File: src/rtl/gen_scheduler.sv
// Shares the buffer write port between the fibonacci and timer generators.
// Define GEN_SCHED_TAG_EN to replace the data MSB with the source tag.
module gen_scheduler #(
  parameter int DATA_W   = 16,
  parameter int WAIT_MAX = 255
) (
  input  logic              clk,
  input  logic              rst,
  input  logic              start_f,
  input  logic              start_t,
  input  logic              stop_f_t,
  input  logic              f_valid,
  input  logic              t_valid,
  input  logic [DATA_W-1:0] f_out,
  input  logic [DATA_W-1:0] t_out,
  input  logic              buffer_full,
  input  logic              buffer_empty,
  input  logic              data_2_valid,
  output logic              f_en,
  output logic              t_en,
  output logic              data_1_en,
  output logic [DATA_W-1:0] data_1,
  output logic              src,
  output logic              busy,
  output logic              timeout_err,
  output logic [15:0]       word_cnt
);

  // state  | meaning
  // IDLE   | no source active, waiting for a start
  // ISSUE  | request pulse to the selected generator
  // WAIT   | waiting for the selected x_valid, bounded by WAIT_MAX
  // WRITE  | buffer write strobe with the captured word
  // HOLD   | sources active but buffer full
  // DRAIN  | stopped, waiting for the consumer side to empty
  typedef enum logic [2:0] {
    S_IDLE, S_ISSUE, S_WAIT, S_WRITE, S_HOLD, S_DRAIN
  } state_e;

  localparam int WAIT_W = (WAIT_MAX > 1) ? $clog2(WAIT_MAX) : 1;

  state_e              state_q, state_d;
  logic                f_act_q, f_act_d, t_act_q, t_act_d;
  logic                last_src_q, last_src_d;
  logic                src_q, src_d;
  logic                f_en_q, f_en_d, t_en_q, t_en_d;
  logic                wr_en_q, wr_en_d;
  logic [DATA_W-1:0]   data_q, data_d;
  logic                busy_q, busy_d;
  logic                terr_q, terr_d;
  logic [15:0]         cnt_q, cnt_d;
  logic [WAIT_W-1:0]   wait_q, wait_d;

  logic                live_f, live_t, live_any, go_next, sel;
  logic [DATA_W-1:0]   cap;

  // A stop in the current cycle already counts as "no source active".
  assign live_f   = f_act_q & ~stop_f_t;
  assign live_t   = t_act_q & ~stop_f_t;
  assign live_any = live_f | live_t;
  assign cap      = src_q ? t_out : f_out;

  always_comb begin
    state_d    = state_q;
    f_act_d    = f_act_q;
    t_act_d    = t_act_q;
    last_src_d = last_src_q;
    src_d      = src_q;
    f_en_d     = 1'b0;
    t_en_d     = 1'b0;
    wr_en_d    = 1'b0;
    data_d     = data_q;
    terr_d     = terr_q;
    cnt_d      = cnt_q;
    wait_d     = wait_q;
    go_next    = 1'b0;
    sel        = 1'b0;

    if (stop_f_t) begin
      f_act_d = 1'b0;
      t_act_d = 1'b0;
    end else if (state_q != S_DRAIN) begin
      f_act_d = f_act_q | start_f;
      t_act_d = t_act_q | start_t;
    end

    case (state_q)
      S_IDLE: begin
        if (live_any) state_d = buffer_full ? S_HOLD : S_ISSUE;
      end
      S_ISSUE: begin
        wait_d  = WAIT_W'(WAIT_MAX - 1);
        state_d = S_WAIT;
      end
      S_WAIT: begin
        if (src_q ? t_valid : f_valid) begin
`ifdef GEN_SCHED_TAG_EN
          data_d = {src_q, cap[DATA_W-2:0]};
`else
          data_d = cap;
`endif
          state_d = S_WRITE;
        end else if (wait_q == '0) begin
          terr_d     = 1'b1;
          last_src_d = src_q;
          go_next    = 1'b1;
        end else begin
          wait_d = wait_q - WAIT_W'(1);
        end
      end
      S_WRITE: begin
        cnt_d      = cnt_q + 16'd1;
        last_src_d = src_q;
        go_next    = 1'b1;
      end
      S_HOLD: begin
        if (!live_any)         state_d = S_DRAIN;
        else if (!buffer_full) state_d = S_ISSUE;
      end
      S_DRAIN: begin
        if (buffer_empty && !data_2_valid) state_d = S_IDLE;
      end
      default: state_d = S_IDLE;
    endcase

    if (go_next) begin
      if (!live_any)        state_d = S_DRAIN;
      else if (buffer_full) state_d = S_HOLD;
      else                  state_d = S_ISSUE;
    end

    // Uses last_src_d so a grant decided while leaving WRITE sees the word just served.
    sel = (live_f && live_t) ? ~last_src_d : live_t;
    if (state_d == S_ISSUE) begin
      f_en_d = ~sel;
      t_en_d = sel;
      src_d  = sel;
    end

    wr_en_d = (state_d == S_WRITE);
    busy_d  = (state_d != S_IDLE);
  end

  always_ff @(posedge clk) begin
    if (rst) begin
      state_q    <= S_IDLE;
      f_act_q    <= 1'b0;
      t_act_q    <= 1'b0;
      last_src_q <= 1'b1;
      src_q      <= 1'b0;
      f_en_q     <= 1'b0;
      t_en_q     <= 1'b0;
      wr_en_q    <= 1'b0;
      data_q     <= '0;
      busy_q     <= 1'b0;
      terr_q     <= 1'b0;
      cnt_q      <= 16'd0;
      wait_q     <= '0;
    end else begin
      state_q    <= state_d;
      f_act_q    <= f_act_d;
      t_act_q    <= t_act_d;
      last_src_q <= last_src_d;
      src_q      <= src_d;
      f_en_q     <= f_en_d;
      t_en_q     <= t_en_d;
      wr_en_q    <= wr_en_d;
      data_q     <= data_d;
      busy_q     <= busy_d;
      terr_q     <= terr_d;
      cnt_q      <= cnt_d;
      wait_q     <= wait_d;
    end
  end

  assign f_en        = f_en_q;
  assign t_en        = t_en_q;
  assign data_1_en   = wr_en_q;
  assign data_1      = data_q;
  assign src         = src_q;
  assign busy        = busy_q;
  assign timeout_err = terr_q;
  assign word_cnt    = cnt_q;

endmodule

File: config.mk
export PLATFORM = sky130hd
export DESIGN_NAME = gen_scheduler
export DESIGN_NICKNAME = d
export VERILOG_FILES = /design/src/rtl/gen_scheduler.sv
export SDC_FILE = /design/constraint.sdc
export NUM_CORES = 1
export LEC_CHECK = 0
export ABC_AREA = 0
export CORE_UTILIZATION = 50
export DETAILED_ROUTE_END_ITERATION = 10
export PLACE_DENSITY = 0.85
export SYNTH_ARGS = -nofsm -noshare
export SYNTH_HDL_FRONTEND = slang
export SYNTH_SLANG_ARGS = --single-unit
export TNS_END_PERCENT = 5
File: constraint.sdc
create_clock -name clk -period 4.3 [get_ports clk]
set_input_delay 0.86 -clock clk [delete_from_list [all_inputs] [get_ports clk]]
set_output_delay 0.86 -clock clk [all_outputs]
set_load 0.005 [all_outputs]
==> impl_results.md, run 1 <==
- Vias in the first global route: 2215
- Syn. warnings: 0
- Hold-fix buffers, CTS: 0
- CTS tree: yes
- Clock Latency Late Sink: 0.30 ns
- Final min period: 2.260 ns
- Drt wl/cell: 14.49 um
- Largest net degree at the start of global routing: 34
- Die Footprint: 5531 um^2
- Cts bufs inserted: 5
- Cell taking the most area after synthesis: dfxtp_1
- CP endpoint kind: flip-flop
- Pwr Density: 389.1 nW/um^2
- Global-route wire length before repair: 9956 um
- Die Span X: 74.37 um
- Initial Util: 53.67%
- Fin area: 3527 um^2
- Status: completed
- Total Neg Setup Slack: 0 ns
- # rows: 25
- Nets: 400
- Syn Inst Count: 284
- Synth async-reset ratio: 0%
- Dpl hpwl: 4467 um
- Hold Slack: 0.4904 ns
- Synth top area share: 39.75%
- Maximum fanout along the worst path: 33
- # fillers: 391
- Worst Setup Slack, final: 2.040 ns
- Routed vias/inst: 5.737
- Avg Inst Size Synth: 9.221 um^2
- Placed Area: 3398 um^2
- IO Port Bufs: 79
- Max VDD drop: 0.0002392 V
- Mapped Nets: 329
- Place WS: 1.702 ns
- Layout area overhead: 34.69%
- Worst-margin pin slew: 0.9570 ns
- Yosys reg bits: 52
- CP peak stage delay: 0.59 ns
- Crit-path cells: clkdlybuf4s50_1 > mux2i_1 > nor2_4 > nor2_1 > a211oi_1
- Total track usage: 23.64%
- CTS resizes: 0
- Most area-consuming cells after synthesis: dfxtp_1 40%, mux2i_1 6.9%, a211oi_1 5.2%, nor2_1 4.4%, a21oi_1 2.7%
- Pre-antenna DRT Iters: 5
- Clock Sinks: 52
- DP Cell Count: 415
- I/O pin cnt: 80
- Core area: 4880 um^2
- HP Class: reg -> reg
- WP data required: 4.52 ns
- Fmax: 442.6 MHz
- Post-route ant nets: 0
- Seq/Total Area, Yosys: 39.75%
- Fin Clk Skew: 0.003996 ns
- Relative slew slack: 36.06%
- Crit start category: primary input
- Vias after detailed routing: 2421
- Layout cells sized above 1: 7.324%
- Ys flop type: dfxtp_1
- MaxCap Viol Count: 0
- Final Hold Vio Count: 0
- Hold Path Depth: 2
- Setup violators final: 0
- Worst R2R Path Depth: 5
- Remaining DRCs: 0
- Finished Layout Cells: 422
- Setup repair bufs after CTS: 0
- N_diodes: 0
- Initial antenna violation count: 0
- Synth unique cells: 60
- Gr ovfl total: 0
- WP data arrival: 2.48 ns
- GPL Wtd Cong: 0.8210
- Root Buffer: clkbuf_8
- Worst-path clk slew: 0.09 ns
- Die height: 74.37 um
- P_leak: 1.184 nW
- CTS Buffer Depth: 2
- Post-Syn Area: 2619 um^2
- Slew Viols, Final: 0
- CP Class: in -> reg
- Wirelength, routed: 6114 um
- 1st-iter DRT viols: 124
- Slowest cell on crit path: nor2_4
- RSZ-0062 raised after global routing: false
- Period utilisation layout: 52.55%
- EDFF count, synth: 0
- # H-tree levels: 2
[worst max-delay path, delay by kind of cell]
| kind | cells | cell delay, ns |
|---|---|---|
| and+or+nand+nor | 2 | 0.70 |
| muxes | 1 | 0.16 |
| AOI/OAI and AO/OA | 1 | 0.25 |
| buffers and inverters | 1 | 0.49 |
[final timing paths]
| check | to | slack (ns) | startpoint |
|---|---|---|---|
| worst max-delay path | data_1[10] | 2.04 | t_valid |
| worst min-delay path | word_cnt[15] | 0.49 | word_cnt[15] |
| worst max register to register | wait_q[7] | 2.24 | src |
| worst min register to register | word_cnt[15] | 0.49 | word_cnt[15] |
[sequential cells by signal, summed over array words and instances, names as in the netlist]
name,cells
busy,1
data_1,16
data_1_en,1
f_act_q,1
f_en,1
last_src_q,1
src,1
state_q,3
t_act_q,1
t_en,1
timeout_err,1
wait_q,8
word_cnt,16
[logic make-up after synthesis]
family	count (synthesis)	share of synthesized area, %
flip-flops	52	39.75
XOR/XNOR	8	2.676
adder cells (fa/ha/maj)	3	1.434
AO/OA/AOI/OAI	63	17.39
buffers and inverters	27	5.638
multiplexers	19	7.310
AND/OR/NAND/NOR	112	25.80
[layout by cell type (no fill, tap or decap), types with 3 or more instances in the layout]
cell type	instances
xnor2_1	5
nand3_1	8
or3_1	6
o21ai_0	8
nand2_1	13
nand4_1	8
mux2i_1	18
nor2_1	31
a21oi_1	14
ha_1	3
nor3_1	12
and4_1	3
dfxtp_1	52
clkdlybuf4s50_1	79
nor3b_1	3
inv_1	10
or4_4	3
a211oi_1	18
xor2_1	3
o211ai_1	3
clkbuf_8	5
[per-stage QoR]
| step | total power [W] | utilization [%] |
|---|---|---|
| after CTS | 0.001374 | 72.28 |
| after floorplan | 0.0008717 | - |
| after detailed placement | 0.0009895 | 69.64 |
| after global placement | 0.0009753 | 69.64 |
| final | 0.001373 | 72.28 |
| after global routing | 0.001445 | 72.28 |
[synth_stat cells (3+ instances only)]
cell / count
xnor2_1: 5
nand2_1: 13
dfxtp_1: 52
nand3_1: 8
mux2i_1: 18
buf_6: 3
ha_1: 3
a211oi_1: 18
a21oi_1: 14
nor3b_1: 3
or4_4: 3
xor2_1: 3
o211ai_1: 3
buf_2: 3
nand4_1: 8
inv_1: 10
nor2_1: 31
nor3_1: 12
and4_1: 3
or3_1: 6
clkbuf_1: 4
o21ai_0: 8
buf_4: 4
[metal layers]
layer	global-route usage (%)	share of wire, %	wire, um
met1	26.57	41	2511
met2	41.64	49	2992
met3	8.672	8.9	542
met4	7.128	1.1	68
met5	0	0	0
[power breakdown]
group          internal [W]  leakage, nW  switching (W)
Sequential         0.000529        0.421      0.0000600
Clock              0.000229       0.0642       0.000157
Combinational      0.000198        0.698       0.000199
[cell type report]
cell class | instances | area, um^2 | area share (%)
tap | 67 | 83.83 | 2.377
clock buffer | 5 | 68.82 | 1.951
multi-input combinational | 205 | 1430 | 40.55
sequential | 52 | 1041 | 29.51
clock inverter | 2 | 60.06 | 1.703
inverter | 10 | 37.54 | 1.064
timing repair buffer | 81 | 805.8 | 22.85
No activity file was read; power rests on OpenSTA's default activity.
==> run 2, diff against run 1 <==
--- a/config.mk
+++ b/config.mk
@@ -6,9 +6,9 @@
 export NUM_CORES = 1
 export LEC_CHECK = 0
 export ABC_AREA = 0
-export CORE_UTILIZATION = 50
+export CORE_UTILIZATION = 42
 export DETAILED_ROUTE_END_ITERATION = 10
-export PLACE_DENSITY = 0.85
+export PLACE_DENSITY = 0.76
 export SYNTH_ARGS = -nofsm -noshare
 export SYNTH_HDL_FRONTEND = slang
 export SYNTH_SLANG_ARGS = --single-unit
==> constraint.sdc (replaced) <==
create_clock -name clk -period 1.9 [get_ports clk]
set_input_delay 0.38 -clock clk [delete_from_list [all_inputs] [get_ports clk]]
set_output_delay 0.38 -clock clk [all_outputs]
set_load 0.005 [all_outputs]
==> impl_results.md, run 2 (synthesized netlist as in run 1, its figures left out) <==
- Status: completed
- Pwr Density: 790.4 nW/um^2 (+100%)
- Root Buffer: clkbuf_8
- Layout cells sized above 1: 12.03% (+4.7 points)
- Final min period: 1.764 ns
- Layout area overhead: 39.23%
- Remaining DRCs: 0 (unchanged)
- Dpl hpwl: 4687 um (+4.9%)
- Slowest cell on crit path: dfxtp_2
- Die Footprint: 6555 um^2 (+19%)
- Total track usage: 19.61% (-4.0 points)
- Hold-fix buffers, CTS: 0 (unchanged)
- I/O pin cnt: 80 (unchanged)
- CTS resizes: 0 (unchanged)
- WP data required: 2.10 ns (-2.42 ns)
- Slew Viols, Final: 0 (unchanged)
- Pre-antenna DRT Iters: 4 (-1)
- CTS Buffer Depth: 2 (unchanged)
- Period utilisation layout: 92.86%
- Max VDD drop: 0.0003358 V (+40%)
- Crit-path cells: inv_1 > ha_1 > nor3b_1 > buf_4 > a211oi_4 > buf_6 > a211o_2 > and3_1
- Crit start category: flip-flop
- IO Port Bufs: 79 (unchanged)
- # H-tree levels: 2 (unchanged)
- Vias in the first global route: 2308 (+4.2%)
- P_leak: 1.262 nW (+6.6%)
- GPL Wtd Cong: 0.7990 (-2.7%)
- Final Core Density: 61.22% (-11 points)
- Die Span X: 80.96 um (+8.9%)
- Clock Latency Late Sink: 0.30 ns (about the same)
- Vias after detailed routing: 2433 (+0.50%)
- Worst-path clk slew: 0.09 ns (about the same)
- Global-route wire length before repair: 10050 um (+0.90%)
- RSZ-0062 raised after global routing: false
- Nets: 419 (+4.8%)
- CP peak stage delay: 0.34 ns (-0.25 ns)
- WP data arrival: 1.96 ns (-0.52 ns)
- Gr ovfl total: 0 (unchanged)
- Fmax: 566.8 MHz
- DP Cell Count: 442 (+6.5%)
- CP endpoint kind: flip-flop
- Fin Clk Skew: 0.008521 ns (+0.004525 ns)
- HP Class: reg -> reg
- 1st-iter DRT viols: 66 (-47%)
- CP delay by family, top: buffers and inverters
- CTS tree: yes
- Initial antenna violation count: 0 (unchanged)
- Reg2Reg Setup Slack: 0.14 ns (-2.10 ns)
- Crit path buf inv count: 3 (+2)
- Drt wl/cell: 13.61 um (-6.0%)
- CP Class: reg -> reg
- Finished Layout Cells: 449 (+6.4%)
- Fin area: 3646 um^2 (+3.4%)
- Routed vias/inst: 5.419 (-5.5%)
- Worst-margin pin slew: 0.5607 ns (-0.3963 ns)
- Largest net degree at the start of global routing: 34 (unchanged)
- Initial Util: 43.97% (-9.7 points)
- MaxCap Viol Count: 0 (unchanged)
- Final Hold Vio Count: 0 (unchanged)
- # rows: 28 (+12%)
- Placed Area: 3563 um^2 (+4.9%)
- Maximum fanout along the worst path: 10 (-70%)
- Commonest non-fill, non-tap cell in the layout: clkdlybuf4s50_1
- Setup violators final: 0 (unchanged)
- Most frequent cells in the layout: 79 x clkdlybuf4s50_1, 51 x dfxtp_1, 31 x nor2_1
- Cts bufs inserted: 5 (unchanged)
- N_diodes: 0 (unchanged)
- Die height: 80.96 um (+8.9%)
- Relative slew slack: 62.33% (+26 points)
- Core area: 5956 um^2 (+22%)
- Post-route ant nets: 0 (unchanged)
- Clock Sinks: 52 (unchanged)
- Setup repair bufs after CTS: 0 (unchanged)
- Wirelength, routed: 6113 um (about the same)
run 2: cell count changes in the layout (fill, tap and decap cells not counted), sizes merged:
cell / change
clkinv: +1
buf: +19
clkbuf: +1
bufinv: -2
run 2: power breakdown:
group          total [W]  internal, W  leakage [nW]  switching, W
logic           0.000976     0.000513         0.799      0.000463
registers        0.00131      0.00120         0.422      0.000115
clock network   0.000593     0.000251        0.0410      0.000341
run 2: layout make-up:
class / count / area [um^2]
Fill cell: 544 / 2310
Tap cell: 75 / 93.84
Clock buffer: 6 / 72.57
Timing Repair Buffer: 100 / 964.7
Sequential cell: 52 / 1042
Clock inverter: 1 / 5.005
Multi-Input combinational cell: 205 / 1430
Inverter: 10 / 37.54
run 2: worst paths after layout:
kind / startpoint / cells after the start / to
worst max-delay path: wait_q[0] / 8 / wait_q[3]
worst min-delay path: word_cnt[15] / 2 / word_cnt[15]
worst max register to register: wait_q[0] / 8 / wait_q[3]
worst min register to register: word_cnt[15] / 2 / word_cnt[15]
run 2: stage by stage:
stage                     hold slack, ns  TNS [ns]  total power, W  setup slack (ns)
after floorplan                   0.4593         0        0.001973            0.2398
after global placement            0.4677  -0.02751        0.002279         -0.009860
after detailed placement          0.4813   -0.3142        0.002309          -0.05180
after CTS                         0.4939         0        0.002900            0.1146
after global routing              0.5250         0        0.003062           0.01481
final                             0.4862         0        0.002882            0.1357
run 2: worst register-to-register path: cells and delay by family (launching register included):
kind | cells | cell delay (ns)
AND/OR/NAND/NOR | 2 | 0.38
adder cells (fa/ha/maj) | 1 | 0.17
AO/OA/AOI/OAI | 2 | 0.34
buffers and inverters | 3 | 0.43
flip-flops | 1 | 0.34
run 2: routing by layer:
layer | vias to the layer above | part of all wire [%] | global-route usage [%]
li1 | 1225 | - | -
met1 | 1108 | 44 | 22.92
met2 | 89 | 46 | 32.69
met3 | 11 | 8.4 | 7.416
met4 | 0 | 1.4 | 6.786
met5 | - | 0 | 0
==> run 3, diff against run 2 <==
--- a/config.mk
+++ b/config.mk
@@ -8,7 +8,7 @@
 export ABC_AREA = 0
 export CORE_UTILIZATION = 42
 export DETAILED_ROUTE_END_ITERATION = 10
-export PLACE_DENSITY = 0.76
+export PLACE_DENSITY_LB_ADDON = 0.25
 export SYNTH_ARGS = -nofsm -noshare
 export SYNTH_HDL_FRONTEND = slang
 export SYNTH_SLANG_ARGS = --single-unit
==> impl_results.md, run 3 (synthesized netlist as in run 1, its figures left out) <==
- Status: completed
- Fin area: 3633 um^2 (-0.34%)
- Slew Viols, Final: 0 (unchanged)
- Remaining DRCs: 0 (unchanged)
- Initial Util: 43.97% (unchanged)
- Dpl hpwl: 4661 um (-0.56%)
- Area of the multi-input gates: 1434 um^2 (+0.26%)
- CTS Buffer Depth: 2 (unchanged)
- Fmax: 555.0 MHz (-2.1%)
- Post-route ant nets: 0 (unchanged)
- RSZ-0062 raised after global routing: false
- Reg2Reg Setup Slack: 0.13 ns (about the same)
- Root Buffer: clkbuf_8
- P_leak: 1.251 nW (-0.91%)
- Hold Path Depth: 2 (unchanged)
- Final min period: 1.802 ns (+0.03754 ns)
- Crit start category: flip-flop
- Layout cells sized above 1: 11.83% (-0.20 points)
- Largest net degree at the start of global routing: 34 (unchanged)
- Pwr Total: 0.002911 W (+1.0%)
- Drt wl/cell: 13.89 um (+2.0%)
- Die Span X: 80.96 um (unchanged)
- WP data arrival: 1.42 ns (-0.54 ns)
- Total track usage: 19.67% (+0.061 points)
- # H-tree levels: 2 (unchanged)
- GPL Wtd Cong: 0.8232 (+3.0%)
- Worst Setup Slack, final: 0.09821 ns (-0.03754 ns)
- Hold Path Origin: timeout_err
- Nets: 417 (-0.48%)
- Vias after detailed routing: 2396 (-1.5%)
- Period utilisation layout: 94.83% (+2.0 points)
- MaxCap Viol Count: 0 (unchanged)
- Maximum fanout along the worst path: 10 (unchanged)
- Worst-margin pin slew: 0.6337 ns (+0.07296 ns)
- N_diodes: 0 (unchanged)
- Place WS: -0.06370 ns (-0.01190 ns)
- Cts bufs inserted: 5 (unchanged)
- Setup violators final: 0 (unchanged)
- R2R Path Start: state_q[1]
- Wirelength, routed: 6207 um (+1.5%)
- Worst-path clk slew: 0.09 ns (about the same)
- Max VDD drop: 0.0005528 V (+65%)
- Pwr Density: 801.1 nW/um^2 (+1.4%)
- Layout area overhead: 38.75%
- Most frequent cells in the layout: 79 x clkdlybuf4s50_1, 52 x dfxtp_1, 31 x nor2_1
- Worst r2r dst: wait_q[5]
- Gr ovfl total: 0 (unchanged)
- Die Footprint: 6555 um^2 (unchanged)
- CTS tree: yes
- HP Class: reg -> reg
- I/O pin cnt: 80 (unchanged)
- 1st-iter DRT viols: 50 (-24%)
- Clock Latency Late Sink: 0.30 ns (about the same)
- IO Port Bufs: 79 (unchanged)
- Final Core Density: 61.01% (-0.21 points)
- Pre-antenna DRT Iters: 6 (+2)
- Placed Area: 3548 um^2 (-0.42%)
- Hold-fix buffers, CTS: 0 (unchanged)
- CP Class: reg -> out
- # fillers: 529 (-2.8%)
- Commonest non-fill, non-tap cell in the layout: clkdlybuf4s50_1
- Relative slew slack: 57.43% (-4.9 points)
- Die height: 80.96 um (unchanged)
- Core area: 5956 um^2 (unchanged)
- # rows: 28 (unchanged)
- Clock Sinks: 52 (unchanged)
- Routed vias/inst: 5.360 (-1.1%)
- Final Hold Vio Count: 0 (unchanged)
- Register Area: 1041 um^2 (-0.12%)
- WP data required: 1.52 ns (-0.58 ns)
- Global-route wire length before repair: 10060 um (+0.14%)
- CP endpoint kind: output port
- Initial antenna violation count: 0 (unchanged)
- Hold endpoint: timeout_err
- Worst R2R Path Depth: 4 (-4)
- Fin Clk Skew: 0.007839 ns (-0.0006816 ns)
- Vias in the first global route: 2208 (-4.3%)
- Hold Slack: 0.4855 ns (-0.0007120 ns)
run 3: area by class of cell:
| class | instances | area share [%] |
|---|---|---|
| sequential | 52 | 28.65 |
| clock inverter | 2 | 0.3444 |
| multi-input combinational | 205 | 39.46 |
| timing repair buffer | 98 | 26.03 |
| tap | 75 | 2.583 |
| inverter | 10 | 1.033 |
| clock buffer | 5 | 1.894 |
run 3: how the worst max path moves through the flow:
stage | from | to | depth (start not counted) | slack (ns)
floorplan | wait_q[0] | wait_q[3] | 6 | 0.24
global placement | t_valid | wait_q[2] | 6 | -0.02
detailed placement | t_valid | wait_q[5] | 5 | -0.06
CTS | src | src | 2 | 0.07
global route | state_q[1] | wait_q[5] | 4 | 0.0004
finish | src | src | 2 | 0.1
run 3: per-layer routing:
layer | track usage, % | part of all wire, %
met5 | 0 | 0
met2 | 33.28 | 49
met3 | 5.169 | 5.1
met4 | 6.250 | 0.95
met1 | 24.21 | 45
run 3: worst max-delay path: stages (launching register included):
cell	delay, ns
dfxtp_1	0.38
buf_4	0.21
clkdlybuf4s50_1	0.52
run 3: power breakdown:
| part | total [W] | internal, W | switching [W] |
|---|---|---|---|
| registers | 0.00132 | 0.00120 | 0.000126 |
| logic | 0.000985 | 0.000527 | 0.000459 |
| clock network | 0.000603 | 0.000250 | 0.000353 |
run 3: timing repair:
action,4_1_cts,5_1_grt
setup buffers,0,0
gates resized for setup,0,1
setup endpoints to repair,0,1
run 3: stage by stage:
stage / std cells / setup TNS (ns)
6_report: 447 / 0
5_1_grt: 447 / 0
4_1_cts: 447 / 0
3_5_place_dp: 440 / -0.4208
3_3_place_gp: 440 / -0.08977
2_1_floorplan: 284 / 0
